File: config.mk
export PLATFORM = sky130hd
export DESIGN_NAME = store_buffer
export DESIGN_NICKNAME = d
export VERILOG_FILES = /design/src/rtl/store_buffer.sv
export SDC_FILE = /design/constraint.sdc
export NUM_CORES = 1
export LEC_CHECK = 0
export CAP_MARGIN = 20
export CORE_MARGIN = 10
export CORE_UTILIZATION = 50
export DETAILED_ROUTE_END_ITERATION = 10
export PLACE_DENSITY = 0.78
export SLEW_MARGIN = 15
export SYNTH_ARGS = -nofsm -noshare
export SYNTH_HDL_FRONTEND = slang
export SYNTH_SLANG_ARGS = --single-unit
File: constraint.sdc
create_clock -name clk -period 6 [get_ports clk]
set_input_delay 1.2 -clock clk [delete_from_list [all_inputs] [get_ports clk]]
set_output_delay 1.2 -clock clk [all_outputs]
set_load 0.005 [all_outputs]
File: src/rtl/store_buffer.sv
`default_nettype none
// ============================================================================
// Module      : store_buffer
// Description : Posted-write FIFO between the core data port and data memory.
//               Stores are captured in order and drained over a valid/ready
//               handshake. The core is stalled only when the buffer is full
//               and the head is not draining in the same cycle.
//               Optional macro STORE_BUF_FWD_EN builds the word-granular
//               load-forwarding lookup (youngest matching pending store).
//               Without it rd_hit/rd_data are tied to 0.
// Revision    : 1.0 - initial release
// ============================================================================
module store_buffer #(
    parameter int DEPTH = 4,
    parameter int AW    = 32,
    parameter int DW    = 32
) (
    input  logic                       clk,
    input  logic                       reset,
    input  logic                       memwrite,
    input  logic [AW-1:0]              dataadr,
    input  logic [DW-1:0]              writedata,
    output logic                       stall,
    output logic                       mem_valid,
    output logic [AW-1:0]              mem_addr,
    output logic [DW-1:0]              mem_wdata,
    input  logic                       mem_ready,
    input  logic [AW-1:0]              rd_addr,
    output logic                       rd_hit,
    output logic [DW-1:0]              rd_data,
    output logic [$clog2(DEPTH+1)-1:0] count,
    output logic                       empty
);

    localparam int PW = $clog2(DEPTH);
    localparam int CW = $clog2(DEPTH + 1);
    localparam logic [CW-1:0] C_FULL = CW'(DEPTH);

    logic [AW-1:0] r_addr [DEPTH];
    logic [DW-1:0] r_data [DEPTH];
    logic [PW-1:0] r_wptr;
    logic [PW-1:0] r_rptr;
    logic [CW-1:0] r_count;

    logic w_full;
    logic w_push;
    logic w_pop;

    assign w_full    = (r_count == C_FULL);
    assign empty     = (r_count == '0);
    assign count     = r_count;
    assign mem_valid = !empty;
    assign mem_addr  = r_addr[r_rptr];
    assign mem_wdata = r_data[r_rptr];

    // A full buffer can still accept a store when the head drains this cycle.
    assign stall  = memwrite && w_full && !mem_ready;
    assign w_push = memwrite && !stall && !reset;
    assign w_pop  = mem_valid && mem_ready;

    // Entry storage; contents need no reset because occupancy is tracked by count.
    always_ff @(posedge clk) begin
        if (w_push) begin
            r_addr[r_wptr] <= dataadr;
            r_data[r_wptr] <= writedata;
        end
    end

    // Pointers and occupancy; reset discards pending entries without draining.
    always_ff @(posedge clk) begin
        if (reset) begin
            r_wptr  <= '0;
            r_rptr  <= '0;
            r_count <= '0;
        end else begin
            if (w_push) r_wptr <= r_wptr + PW'(1);
            if (w_pop)  r_rptr <= r_rptr + PW'(1);
            unique case ({w_push, w_pop})
                2'b10:   r_count <= r_count + CW'(1);
                2'b01:   r_count <= r_count - CW'(1);
                default: r_count <= r_count;
            endcase
        end
    end

`ifdef STORE_BUF_FWD_EN
    // Entries are examined by age: age 0 is the head (oldest).
    logic [PW-1:0]    w_age_idx [DEPTH];
    logic [DEPTH-1:0] w_age_hit;
    logic             w_unused_rd_lsb;

    // Byte offset is ignored: matching is at word granularity.
    assign w_unused_rd_lsb = ^rd_addr[1:0];

    for (genvar k = 0; k < DEPTH; k++) begin : g_age
        assign w_age_idx[k] = r_rptr + PW'(k);
        assign w_age_hit[k] = (CW'(k) < r_count) &&
                              (r_addr[w_age_idx[k]][AW-1:2] == rd_addr[AW-1:2]);
    end

    // Youngest match wins: later (younger) ages override earlier ones.
    always_comb begin
        rd_hit  = 1'b0;
        rd_data = '0;
        for (int k = 0; k < DEPTH; k++) begin
            if (w_age_hit[k]) begin
                rd_hit  = 1'b1;
                rd_data = r_data[w_age_idx[k]];
            end
        end
    end
`else
    logic w_unused_rd;

    // Lookup port kept for interface stability; no comparators are built.
    assign w_unused_rd = ^rd_addr;
    assign rd_hit      = 1'b0;
    assign rd_data     = '0;
`endif

endmodule
`default_nettype wire

==> results of run 1 <==
layout make-up:
cell class	count	area [µm²]
Sequential cell	265	7880
Fill cell	1350	7080
Multi-Input combinational cell	133	1860
Timing Repair Buffer	139	1390
Clock buffer	34	742
Tap cell	265	332
Clock inverter	15	213
Inverter	9	33.8
worst paths after layout:
kind | start | endpoint | slack [ns] | depth (start not counted)
min | r_rptr[1] | flip-flop | 0.49 | 2
max | mem_ready | stall | 1.79 | 4
max reg2reg | count[1] | count[2] | 3.35 | 9
min reg2reg | r_rptr[1] | flip-flop | 0.49 | 2
cells by family (layout without fill, tap and decap cells):
family,Yosys count,in the layout
other cells,1,33
xor+xnor,3,3
mux,64,64
simple gates,18,18
flops,265,265
compound gates,9,9
fa+ha+maj,6,6
buf+inv,58,197
tightest hold or removal path: stages (launching register included):
cell and delay [ns]:
dfxtp_1 0.30, o21ai_0 0.07, a21oi_1 0.07
metal layers:
metal  share of wire  vias to the layer above  routed length [µm]
li1                -                     1991                   -
met2            0.51                      160                9550
met1            0.41                     2339                7560
met5               0                        -                   0
met4           0.017                        0                 313
met3           0.065                       27                1200
power breakdown:
part | leakage [nW] | switching (mW) | internal [mW]
Clock | 0.458 | 0.649 | 1.09
Combinational | 1.13 | 0.317 | 0.619
Sequential | 2.40 | 0.125 | 2.12
cell usage in the layout (no fill, tap or decap), drive strengths merged, types with 3 or more instances in the layout:
master	n
mux4	64
or3	3
ha	5
nor2	6
inv	10
bufinv	5
xor2	3
clkinv	5
clkbuf	34
conb	33
dfxtp	9
a21oi	3
and3	4
edfxtp	256
clkinvlp	4
clkdlybuf4s50	137
state kept, by name (all words and copies together), names as in the netlist, named ones only:
| name | cells |
|---|---|
| count | 3 |
| r_wptr | 2 |
| r_rptr | 2 |
| r_data | 128 |
| r_addr | 128 |
metrics by stage:
step | setup WS [ns] | util | hold WS [ns] | cells
CTS | 1.75 | 0.637 | 0.490 | 860
detailed placement | 1.82 | 0.588 | 0.475 | 811
global route | 1.62 | 0.637 | 0.540 | 860
global placement | 1.84 | 0.588 | 0.463 | 811
finish | 1.79 | 0.637 | 0.489 | 860
floorplan | 2.36 | - | 0.459 | 456
==> qor.txt, run 1 <==
Setup TNS Final: 0 ns
Most common cell on crit path: clkdlybuf4s50_1
Initial antenna violation count: 0
Asr flop ratio synth: 0
Combinational family with the most area after synthesis: multiplexers
Final count of pins violating max slew: 0
Clock tree buffer depth: 3
Site Rows: 51
CP top delay family: buffers and inverters
Mapped Area: 9950 µm²
Routed vias/inst: 5.25
Portion of netlist area occupied by mux cells: 0.145
WL final: 18600 µm
CP peak stage delay: 0.66 ns
Largest net degree at the start of global routing: 65
Synth area leaders: edfxtp_1 (77%), mux4_2 (14%), buf_4 (2.5%)
RSZ-0062 raised after global routing: false
Antenna diodes: 0
Core region area: 19500 µm²
# Post-CTS Setup Buffers: 0
Ys flop type: edfxtp_1
Crit-path slowest cell: or4b_1
Global-route wire length before repair: 28800 µm
Post-synthesis xor/xnor area fraction: 0.00264
Initial Util: 0.509
Power Dens Cells: 396 nW/µm²
Clk slew on worst S/H paths: 0.06 ns
CTS resizes: 0
Count leader, synth: edfxtp_1
H-tree depth: 1
Yosys warning total: 0
Period utilization: 0.702
Seq/Total Area, Yosys: 0.791
Initial detailed-routing violation count: 173
Root Driver: clkbuf_16
Critical path class: in2out
CTS Buf Count: 27
Post-DP Area: 11500 µm²
Peak supply drop: 0.266 mV
I/O pins: 203
Setup crit start kind: input port
Share of post-route cells with drive strength above 1: 0.207
Worst-path fanout max: 8
Initial DRT Pass Iterations: 4
Leak Pwr: 3.99 nW
Fraction of the mapped netlist area in adder cells: 0.00830
Fin Clk Skew: 0.00723 ns
Crit. End Element: primary output
Hold Path Class: reg2reg
Post-synthesis compound-gate area fraction: 0.00654
Post-Layout Inst Area: 12400 µm²
Max_slew headroom: 0.306
M1 GR Usage: 0.175
Grt peak-use layer: met2
Top cell type's share of synthesized area: 0.773
Critical-path cell list: clkdlybuf4s50_1, or4b_1, nor2_1, clkdlybuf4s50_1
Simple-Gate Fraction of Synth Area: 0.0108
Number of global-route vias before repair: 5055
Synth Instances: 424
Antenna Violating Nets Remaining: 0
Clk Latency, worst-skew pair: 0.51 ns
Clk sinks: 265
Layout area overhead: 25.1%
Hold Vio Cnt, Final: 0
Post-synth top cells: edfxtp_1 (256), mux4_2 (64), buf_4 (33)
Die height: 161 µm
Hpwl dp: 11000 µm
Post-synth EDFFs: 256
IO buf count: 137
CTS tree: yes
Max cap viols: 0
Buf+Inv Stages, Crit Path: 2
Post-route minimum period: 4.21 ns
GRT met3 Usage: 0.0356
Final net count: 681
Max Freq: 0.238 GHz
CP Data Arrival Time: 3.01 ns
Total Power: 4.92 mW
Drc violations: 0
Slew @ Worst Pin: 1.04 ns
Status: finished clean
Chip width: 161 µm
GRT Total Usage: 0.140
Vias: 4517
DR WL/cell: 21.7 µm
Yosys reg bits: 265
Congestion Overflow GR: 0
Die area: 25900 µm²
# hold bufs at CTS: 0
CP Data Required Time: 4.80 ns
Met2 track demand over resource: 0.241
Largest area contributor in the netlist: edfxtp_1
Mean Syn Cell Area: 23.5 µm²
Netlist cell types: 30
Final Wtd Congestion: 0.713
Setup-failing EPs final: 0
(Power assumes the default switching activity.)
==> inputs of run 2 (changes only) <==
==> constraint.sdc (replaced) <==
create_clock -name clk -period 4.1 [get_ports clk]
set_input_delay 0.82 -clock clk [delete_from_list [all_inputs] [get_ports clk]]
set_output_delay 0.82 -clock clk [all_outputs]
set_load 0.005 [all_outputs]
==> run 2 against run 1 <==
  * Sequential cell count is the same
  * Worst setup slack lost 1.1 ns
  * Highest routed layer unchanged
  * Count of clock-buffer cells in the layout shrank 3
  * Clock power grew 25%
  * Worst hold slack gained 0.012 ns
  * Core utilization shrank 0.33 points
  * Sequential power grew 44%
  * Total power grew 39%
==> qor.txt, run 2 (synthesis gave the netlist of run 1 again) <==
Status: finished clean
Number of global-route vias before repair: 5074
IO buf count: 137
Setup TNS Final: 0 ns
Clk slew on worst S/H paths: 0.06 ns
Clk Latency, worst-skew pair: 0.51 ns
Max Freq: 0.293 GHz
DR WL/cell: 21.8 µm
Period utilization: 0.833
Clk sinks: 265
Core region area: 19500 µm²
Congestion Overflow GR: 0
Final Wtd Congestion: 0.726
Slew @ Worst Pin: 0.956 ns
Worst reg2reg startpoint: count[1]
Peak supply drop: 0.504 mV
Layout area overhead: 24.5%
Die height: 161 µm
Leak Pwr: 3.96 nW
Max cap viols: 0
# hold bufs at CTS: 0
Area of the multi-input gates: 1860 µm²
Cell total after placement: 816
Initial Util: 0.509
Commonest non-fill, non-tap cells in the layout: edfxtp_1 (256), clkdlybuf4s50_1 (137), mux4_2 (64)
CTS resizes: 0
Crit path launch: mem_ready
GRT Total Usage: 0.143
Global-route wire length before repair: 29500 µm
Crit. End Element: primary output
Power Dens Cells: 554 nW/µm²
Initial detailed-routing violation count: 288
Register area: 7880 µm²
Critical path class: in2out
Max_slew headroom: 0.363
Vias: 4534
Most common cell after layout, fill and taps aside: edfxtp_1
WL final: 18800 µm
Share of post-route cells with drive strength above 1: 0.196
Finished Layout Cells: 864
H-tree depth: 1
Filler cells: 1353
Hpwl dp: 12000 µm
I/O pins: 203
Setup crit start kind: input port
Chip width: 161 µm
Final net count: 686
Final count of pins violating max slew: 0
Initial DRT Pass Iterations: 4
Fin Clk Skew: 0.00693 ns
CP Data Required Time: 3.28 ns
CTS Buf Count: 27
Hold Path Class: reg2reg
Largest net degree at the start of global routing: 65
RSZ-0062 raised after global routing: false
CTS tree: yes
Hold Vio Cnt, Final: 0
Drc violations: 0
Hold_ws: 0.501 ns
Root Driver: clkbuf_16
Post-DP Area: 11600 µm²
Routed vias/inst: 5.25
Site Rows: 51
Clock tree buffer depth: 3
Antenna Violating Nets Remaining: 0
Post-Layout Inst Area: 12400 µm²
CP Data Arrival Time: 2.59 ns
Worst-path fanout max: 8
Initial antenna violation count: 1
Post-route minimum period: 3.41 ns
Setup-failing EPs final: 0
Die area: 25900 µm²
Worst hold start: r_rptr[1]
# Post-CTS Setup Buffers: 0
run 2: cell types whose count changed in the layout (fill, tap and decap cells not counted):
cell | previous run | this run
buf_12 | 0 | 5
inv_6 | 1 | 0
clkinv_4 | 0 | 1
clkbuf_8 | 4 | 0
clkinv_1 | 1 | 9
clkbuf_1 | 3 | 4
diode_2 | 0 | 1
clkinvlp_4 | 4 | 0
clkinv_2 | 4 | 5
bufinv_16 | 5 | 1
run 2: report_power, final:
part,switching [mW],internal [mW],leakage (nW),total (mW)
Clock,0.915,1.26,0.389,2.17
Combinational,0.515,0.930,1.17,1.45
Sequential,0.135,3.10,2.40,3.24
Total,1.56,5.29,3.96,6.85
run 2: final cells by class:
type,count,area share
clock inverters,16,0.00788
well taps,265,0.0268
clock buffers,31,0.0558
diodes,1,0.000202
repair buffers,144,0.120
flip-flops and latches,265,0.636
inverters,9,0.00273
multi-input cells,133,0.150
run 2: layer usage:
| layer | routed length [µm] | vias to the layer above | global-route usage | share of wire |
|---|---|---|---|---|
| li1 | - | 2003 | - | - |
| met1 | 7540 | 2357 | 0.175 | 0.40 |
| met2 | 9790 | 148 | 0.249 | 0.52 |
| met3 | 1240 | 26 | 0.0394 | 0.066 |
| met4 | 266 | 0 | 0.0298 | 0.014 |
| met5 | 0 | - | 0 | 0 |
run 2: metrics by stage:
step | total power [mW] | worst slack (ns) | util
3_3_place_gp | 4.74 | 0.703 | 0.594
4_1_cts | 6.97 | 0.634 | 0.634
3_5_place_dp | 4.77 | 0.582 | 0.594
6_report | 6.85 | 0.686 | 0.634
5_1_grt | 7.17 | 0.553 | 0.634
2_1_floorplan | 4.00 | 0.840 | -
run 2: final timing paths:
path / slack, ns / cells past startpoint / endpoint
worst max register to register: 1.43 / 9 / count[2]
worst max-delay path: 0.69 / 4 / stall
worst min-delay path: 0.50 / 2 / flip-flop
worst min register to register: 0.50 / 2 / flip-flop
run 2: critical path, cell delays in order:
cell and delay (ns):
clkdlybuf4s50_1 0.44, or4b_1 0.65, nor2_1 0.16, clkdlybuf4s50_1 0.52
==> inputs of run 3 (changes only) <==
--- a/config.mk
+++ b/config.mk
@@ -7,9 +7,9 @@
 export LEC_CHECK = 0
 export CAP_MARGIN = 20
 export CORE_MARGIN = 10
-export CORE_UTILIZATION = 50
+export CORE_UTILIZATION = 46
 export DETAILED_ROUTE_END_ITERATION = 10
-export PLACE_DENSITY = 0.78
+export PLACE_DENSITY = 0.76
 export SLEW_MARGIN = 15
 export SYNTH_ARGS = -nofsm -noshare
 export SYNTH_HDL_FRONTEND = slang
==> constraint.sdc (replaced) <==
create_clock -name clk -period 3.1 [get_ports clk]
set_input_delay 0.62 -clock clk [delete_from_list [all_inputs] [get_ports clk]]
set_output_delay 0.62 -clock clk [all_outputs]
set_load 0.005 [all_outputs]
==> run 3 against run 2 <==
  * First-iteration DRC count fell by 22%
  * Non-clock buffer count is 1 higher
  * Core utilization fell by 4.8 points
  * Sequential cell count stayed put
  * Clock skew up 0.0014 ns
  * Combinational power up 41%
  * Die area increased by 7.6%
  * Critical endpoint unchanged
  * Largest power group unchanged
  * Highest routed layer unchanged
==> qor.txt, run 3 (synthesis gave the netlist of run 1 again) <==
Status: finished clean
Fin util: 0.586
Crit-path slowest cell: or4b_1
Antenna diodes: 0
Register area: 7880 µm²
Final net count: 687
DR WL/cell: 22.0 µm
CP Data Required Time: 2.48 ns
Critical path class: in2out
Max_slew headroom: 0.313
Peak supply drop: 0.465 mV
Worst reg2reg startpoint: count[1]
Core region area: 21200 µm²
Site Rows: 53
Initial DRT Pass Iterations: 4
Hold_ws: 0.499 ns
Filler cells: 1513
Leak Pwr: 3.96 nW
Power Dens Cells: 739 nW/µm²
Initial detailed-routing violation count: 225
R2r worst-path depth: 9
IO buf count: 137
GRT Total Usage: 0.133
CTS Buf Count: 27
Fin worst setup slack: 0.121 ns
Post-DP Area: 11600 µm²
WL final: 19200 µm
CP Data Arrival Time: 2.36 ns
Crit. End Element: primary output
Hpwl dp: 11600 µm
Most common cell after layout, fill and taps aside: edfxtp_1
Total Power: 9.16 mW
Routed vias/inst: 5.19
Global-route wire length before repair: 29700 µm
Slew @ Worst Pin: 1.03 ns
RSZ-0062 raised after global routing: false
Chip width: 167 µm
Reg2reg setup slack: 0.65 ns
Layout area overhead: 24.6%
Initial Util: 0.470
Congestion Overflow GR: 0
Commonest non-fill, non-tap cells in the layout: edfxtp_1 (256), clkdlybuf4s50_1 (137), mux4_2 (64)
Hold Path Class: reg2reg
Die area: 27900 µm²
Area of the multi-input gates: 1860 µm²
H-tree depth: 1
Initial antenna violation count: 0
Drc violations: 0
Most common cell on crit path: clkdlybuf4s50_1
Setup TNS Final: 0 ns
Fin Clk Skew: 0.00829 ns
Clk Latency, worst-skew pair: 0.51 ns
Setup crit start kind: input port
Final count of pins violating max slew: 0
Post-route minimum period: 2.98 ns
Finished Layout Cells: 876
Crit path launch: mem_ready
Antenna Violating Nets Remaining: 0
DP Worst Slack: -0.0405 ns
CTS tree: yes
CTS resizes: 0
CP peak stage delay: 0.51 ns
Max Freq: 0.336 GHz
Share of post-route cells with drive strength above 1: 0.205
Max cap viols: 0
Clk slew on worst S/H paths: 0.06 ns
Worst-path fanout max: 7
Die height: 167 µm
# Post-CTS Setup Buffers: 2
Number of global-route vias before repair: 5198
Worst r2r dst: count[2]
Post-Layout Inst Area: 12400 µm²
Cell total after placement: 825
Clk sinks: 265
Period utilization: 0.961
Root Driver: clkbuf_16
Critical-path cell list: clkdlybuf4s50_1, or4b_1, buf_4, nor2_1, clkdlybuf4s50_1
Crit path to: stall
Final Wtd Congestion: 0.758
Clock tree buffer depth: 3
Setup-failing EPs final: 0
I/O pins: 203
Vias: 4546
Largest net degree at the start of global routing: 65
Hold Vio Cnt, Final: 0
# hold bufs at CTS: 0
## run 3: area by class of cell
class | instances | share of cell area
timing repair buffer | 145 | 0.119
multi-input combinational | 133 | 0.150
sequential | 265 | 0.636
inverter | 9 | 0.00273
clock inverter | 18 | 0.00929
tap | 275 | 0.0278
clock buffer | 31 | 0.0557
## run 3: worst min-delay path by stage
stage	start	endpoint	cells past startpoint
after floorplan	r_rptr[1]	flip-flop	2
after global placement	r_rptr[1]	flip-flop	2
after detailed placement	r_rptr[1]	flip-flop	2
after CTS	r_rptr[1]	flip-flop	2
after global routing	r_rptr[1]	flip-flop	2
final	r_rptr[1]	flip-flop	2
## run 3: power breakdown
group	switching, mW	leakage [nW]	internal, mW
combinational	0.792	1.17	1.25
sequential	0.0860	2.40	4.10
clock	1.25	0.393	1.67
## run 3: critical path, delay by kind of cell
kind | cells | cell delay, ns
buffers and inverters | 3 | 1.15
AND/OR/NAND/NOR | 2 | 0.59
## run 3: metal layers
metal | vias to the layer above | GRT usage | wire length, µm
li1 | 2003 | - | -
met1 | 2338 | 0.171 | 8210
met2 | 177 | 0.217 | 9270
met3 | 28 | 0.0445 | 1500
met4 | 0 | 0.0294 | 276
met5 | - | 0 | 0
